**config.mk**
```make
export PLATFORM = sky130hd
export DESIGN_NAME = uart_tx_frame_sel
export DESIGN_NICKNAME = d
export VERILOG_FILES = /design/src/rtl/uart_tx_pkg.sv /design/src/rtl/uart_parity_calc.sv /design/src/rtl/uart_tx_frame_sel.sv
export SDC_FILE = /design/constraint.sdc
export NUM_CORES = 1
export LEC_CHECK = 0
export ABC_AREA = 0
export CORE_UTILIZATION = 38
export CTS_CLUSTER_SIZE = 10
export DETAILED_ROUTE_END_ITERATION = 12
export PLACE_DENSITY = 0.72
export SYNTH_ARGS = -nofsm -noshare
export SYNTH_HDL_FRONTEND = slang
export SYNTH_SLANG_ARGS = --single-unit
```
**constraint.sdc**
```tcl
create_clock -name CLK -period 2 [get_ports CLK]
set_input_delay 0.2 -clock CLK [delete_from_list [all_inputs] [get_ports CLK]]
set_output_delay 0.2 -clock CLK [all_outputs]
set_load 0.01 [all_outputs]
```
**src/rtl/uart_tx_pkg.sv**
```systemverilog
// Shared types and constants for the UART transmit frame sequencer.
package uart_tx_pkg;

  typedef enum logic [2:0] {
    IDLE,
    LOAD,
    START,
    DATA,
    PARITY,
    STOP
  } tx_state_t;

  // TX_OUT source select; idle and load share the stop-level source.
  localparam logic [1:0] SEL_START = 2'd0;
  localparam logic [1:0] SEL_DATA  = 2'd1;
  localparam logic [1:0] SEL_PAR   = 2'd2;
  localparam logic [1:0] SEL_STOP  = 2'd3;

  localparam logic IDLE_LEVEL = 1'b1;

  localparam logic PAR_EVEN = 1'b0;
  localparam logic PAR_ODD  = 1'b1;

endpackage

```
**src/rtl/uart_parity_calc.sv**
```systemverilog
// Combinational parity of a data word; odd parity inverts the XOR reduction.
module uart_parity_calc
  import uart_tx_pkg::*;
#(
  parameter int DATA_WIDTH = 8
) (
  input  logic [DATA_WIDTH-1:0] data,
  input  logic                  par_typ,
  output logic                  par_bit
);

  assign par_bit = (^data) ^ (par_typ == PAR_ODD);

endmodule

```
**src/rtl/uart_tx_frame_sel.sv**
```systemverilog
// UART transmit frame sequencer: captures a word, then drives start, data,
// optional parity and stop bits on a registered line, one bit per TICK.
module uart_tx_frame_sel
  import uart_tx_pkg::*;
#(
  parameter int DATA_WIDTH = 8,
  parameter int STOP_BITS  = 1,
  parameter bit LSB_FIRST  = 1'b1
) (
  input  logic                  CLK,
  input  logic                  RST,
  input  logic                  TICK,
  input  logic                  DATA_VALID,
  input  logic [DATA_WIDTH-1:0] P_DATA,
  input  logic                  PAR_EN,
  input  logic                  PAR_TYP,
  output logic                  TX_OUT,
  output logic                  BUSY,
  output logic                  DONE
);

  localparam int CW = $clog2(DATA_WIDTH);
  localparam logic [CW-1:0] DATA_LAST = CW'(DATA_WIDTH - 1);
  localparam logic [CW-1:0] STOP_LAST = CW'(STOP_BITS - 1);

  tx_state_t             state, state_nxt;
  logic [CW-1:0]         cnt, cnt_nxt, bit_idx;
  logic [DATA_WIDTH-1:0] data_r;
  logic                  par_en_r, par_r, par_calc;
  logic                  accept, frame_end, tx_nxt;
  logic [1:0]            sel;

  assign accept    = DATA_VALID && !BUSY;
  assign frame_end = (state == STOP) && (state_nxt == IDLE);

  uart_parity_calc #(.DATA_WIDTH(DATA_WIDTH)) u_par (
    .data    (P_DATA),
    .par_typ (PAR_TYP),
    .par_bit (par_calc)
  );

  always_comb begin
    state_nxt = state;
    cnt_nxt   = cnt;
    case (state)
      IDLE:   if (accept) state_nxt = LOAD;
      LOAD:   if (TICK) state_nxt = START;
      START:  if (TICK) begin
                state_nxt = DATA;
                cnt_nxt   = '0;
              end
      DATA:   if (TICK) begin
                if (cnt == DATA_LAST) begin
                  state_nxt = par_en_r ? PARITY : STOP;
                  cnt_nxt   = '0;
                end else begin
                  cnt_nxt = cnt + CW'(1);
                end
              end
      PARITY: if (TICK) begin
                state_nxt = STOP;
                cnt_nxt   = '0;
              end
      STOP:   if (TICK) begin
                if (cnt == STOP_LAST) state_nxt = IDLE;
                else                  cnt_nxt   = cnt + CW'(1);
              end
      default: state_nxt = IDLE;
    endcase
  end

  // The line register is loaded from the state being entered, so every bit
  // appears on the same edge as its state change.
  always_comb begin
    sel = SEL_STOP;
    case (state_nxt)
      START:   sel = SEL_START;
      DATA:    sel = SEL_DATA;
      PARITY:  sel = SEL_PAR;
      default: sel = SEL_STOP;
    endcase
    bit_idx = LSB_FIRST ? cnt_nxt : DATA_LAST - cnt_nxt;
    case (sel)
      SEL_START: tx_nxt = ~IDLE_LEVEL;
      SEL_DATA:  tx_nxt = data_r[bit_idx];
      SEL_PAR:   tx_nxt = par_r;
      default:   tx_nxt = IDLE_LEVEL;
    endcase
  end

  always_ff @(posedge CLK or negedge RST) begin
    if (!RST) begin
      state    <= IDLE;
      cnt      <= '0;
      data_r   <= '0;
      par_en_r <= 1'b0;
      par_r    <= 1'b0;
      TX_OUT   <= IDLE_LEVEL;
      BUSY     <= 1'b0;
      DONE     <= 1'b0;
    end else begin
      state  <= state_nxt;
      cnt    <= cnt_nxt;
      TX_OUT <= tx_nxt;
      DONE   <= frame_end;
      if (accept) begin
        data_r   <= P_DATA;
        par_en_r <= PAR_EN;
        par_r    <= par_calc;
        BUSY     <= 1'b1;
      end else if (frame_end) begin
        BUSY <= 1'b0;
      end
    end
  end

endmodule

```
==> results by group <==
Outcome
  • Status: finished, violations left
  • Failing checks: negative setup slack

Yosys
  • Net Count, Synth: 138
  • Commonest cells post-synth: nand2_1, dfrtp_1, o21ai_0
  • Sequential-to-total area share from yosys stat: between 40% and 50%
  • Yosys reg bits: 19
  • Yosys top cell by area: dfrtp_1
  • Number of synthesized flops with an enable pin: 0
  • Synth cell types: 35
  • Main flop type after synthesis: dfrtp_1
  • Cells after synthesis: 121
  • Top-count cell post-synth: nand2_1
  • Ys Warns: 0
  • Top post-synthesis cells by area: dfrtp_1, nand2_1, xnor2_1, o21ai_0, ha_1
  • Area share of the largest cell type after synthesis: 40.9%
  • Share of flip-flops with an asynchronous set or reset: 100%
  • Avg Inst Size Synth: around 9.1 um2
  • Cell area after synthesis: 0.00110 mm2

Routing
  • WL per Instance: 12.0 um
  • Initial DRC count: 19
  • DR vias/cell: 5.06
  • DRC errors left: 0
  • Final wirelength: 2190 um
  • Via count: about 930
  • Post-route ant nets: 0
  • TritonRoute pass-1 iters: 3

Die
  • Initial Util: approximately 40%
  • I/O pins: 17
  • Die area: 0.00312 mm2
  • Die Span Y: between 50 and 60 um
  • Core Region: 0.00276 mm2
  • Die Wd: approximately 56 um
  • Row cnt: 19

Run
  • Max Cap Violations: 0

CTS
  • Clock Latency Late Sink: about 0.28 ns
  • Clock Path Buffers: 2
  • Reg clk slew, reported paths: 0.10 ns
  • Hold bufs inserted after CTS: 0
  • CTS H-tree depth: 1
  • Clock sinks: 19
  • CTS root buffer: clkbuf_4
  • Num CTS Buffers: 3
  • CTS tree: done
  • Post-CTS Setup Inserts: 0

Timing
  • Fin worst setup slack: -0.223 ns
  • Max-slew violation count: 0
  • Final Hold Viols: 0
  • Crit path time final: 2.22 ns
  • Worst Skew: 0.00334 ns
  • Endpoints failing setup: 1
  • FMAX: 0.450 GHz
  • Hold WS: 0.233 ns
  • Least-Margin Pin Slew: 0.590 ns
  • TNS Setup: -0.223 ns
  • RSZ-0062 raised after global routing: yes
  • Worst slew margin: between 60% and 70%
  • Period utilization: 111%

Pwr
  • Max VDD drop: between 0.0008 and 0.0009 V
  • Total power: 1.78 mW
  • Power Density: 1230 mW/mm2
  • Leakage power: 0.653 nW

Setup path
  • Crit path buf inv count: 1
  • Critical Path Stages: 9
  • R2R depth: 9
  • Worst Setup Path Type: register to register
  • CP delay by family, top: simple AND/OR/NAND/NOR gates
  • Reg2Reg Setup Slack: -0.22 ns
  • Crit path DAT: 2.44 ns
  • CP Capture Type: register
  • Required @ worst endpoint: 2.22 ns
  • Critical Path Fanout Max: 4
  • Critical path's slowest cell: dfrtp_1
  • CP max stage delay: 0.41 ns
  • Type of origin of the critical path: register
  • CP Cell Sequence: ha_2 > ha_4 > nor3b_1 > o21ai_1 > o311ai_2 > buf_4 > and3_1 > or4_1 > a21oi_1

Global route
  • First-pass GRT wire length: around 3800 um
  • Initial antenna violation count: 0
  • Global route overflow: 0
  • GR Util All Layers: 15.5%
  • Pin count of the biggest net entering global routing: 20
  • Vias in the first global route: 917

Layout
  • Fin area: 0.00144 mm2
  • Net count reported at finish: 170
  • Area grow syn2layout: 30.5%
  • Share of layout cells above drive strength 1: about a fifth
  • N_diodes: 0
  • # fillers: 261

Placement
  • Post-DP HPWL: 1750 um
  • Placer congestion estimate: 0.833
  • I/O Buffers: 16
  • Post-Place Worst Slack: -0.262 ns
  • Placed instance area: 0.00141 mm2

Worst hold path
  • Worst hold path type: input pin to async pin
## cell type report
| cell class | count | area (um2) | area share (%) |
|---|---|---|---|
| flip-flops and latches | 19 | 477 | 33.1 |
| multi-input cells | 94 | 613 | 42.6 |
| repair buffers | 30 | 265 | 18.4 |
| inverters | 5 | 18.8 | 1.30 |
| well taps | 31 | 38.8 | 2.70 |
| clock buffers | 4 | 26.3 | 1.83 |
## layer usage
metal | track usage (%) | share of wire, % | wire [um]
met5 | 0 | 0 | 0
met4 | 4.53 | 0 | 0
met3 | 3.49 | 2.8 | 62
met2 | 26.7 | 50 | 1100
met1 | 19.5 | 47 | 1030
## stage by stage
| step | cells | util (%) |
|---|---|---|
| after global routing | 183 | 52.2 |
| after floorplan | 121 | - |
| after global placement | 179 | 51.0 |
| after CTS | 183 | 52.2 |
| after detailed placement | 179 | 51.0 |
| final | 183 | 52.2 |
## where the power goes
group	internal, mW	total (mW)	switching, mW
clock	0.0774	0.184	0.107
combinational	0.488	0.924	0.436
sequential	0.549	0.668	0.119
total	1.11	1.78	0.662
## layout by cell type, fill, tap and decap left out, drive strengths merged
cell type	synthesis	final
nor3	4	4
ha	3	3
or4	1	1
a2bb2oi	1	1
xnor2	7	7
o211ai	1	1
nor2b	2	2
mux2i	1	1
inv	5	5
xor2	1	1
and3	1	1
nor3b	3	3
dfstp	1	1
mux2	3	3
a31oi	1	1
nand2b	3	3
nand3	2	2
o22ai	2	2
dfrtp	18	18
and2	3	3
buf	1	14
nand2	35	35
clkbuf	2	4
nor2	5	5
a21oi	3	3
clkdlybuf4s50	0	16
and3b	1	1
o311ai	1	1
o21ai	10	10
## sequential cells by signal (all words and copies together), names as in the netlist
name,count
par_en_r,1
cnt,3
TX_OUT,1
data_r,8
par_r,1
BUSY,1
state,3
DONE,1
## logic make-up (layout without fill, tap and decap cells)
group                    count (synthesis)  count (layout)  share of synthesized area [%]
XOR/XNOR                                 8               8                           6.36
adder cells (fa/ha/maj)                  3               3                           3.41
AO/OA/AOI/OAI                           19              19                           12.4
multiplexers                             4               4                           3.97
buffers and inverters                    8              39                           3.07
AND/OR/NAND/NOR                         60              60                           27.6
flip-flops                              19              19                           43.2
## worst paths after layout
check | start | endpoint
setup / recovery | cnt[1] | TX_OUT
hold / removal | RST | data_r[5]
setup reg to reg | cnt[1] | TX_OUT
hold reg to reg | data_r[0] | data_r[0]
max in group asynchronous | RST | TX_OUT
min in group CLK | PAR_EN | par_en_r
## repair_timing
item | CTS | global route
resized for setup | 2 | 0
endpoints found under the setup margin | 1 | 1
endpoints found under the hold margin | 0 | 0
pin swaps | 1 | 0
Note: power is estimated with default switching activity, not from simulation.
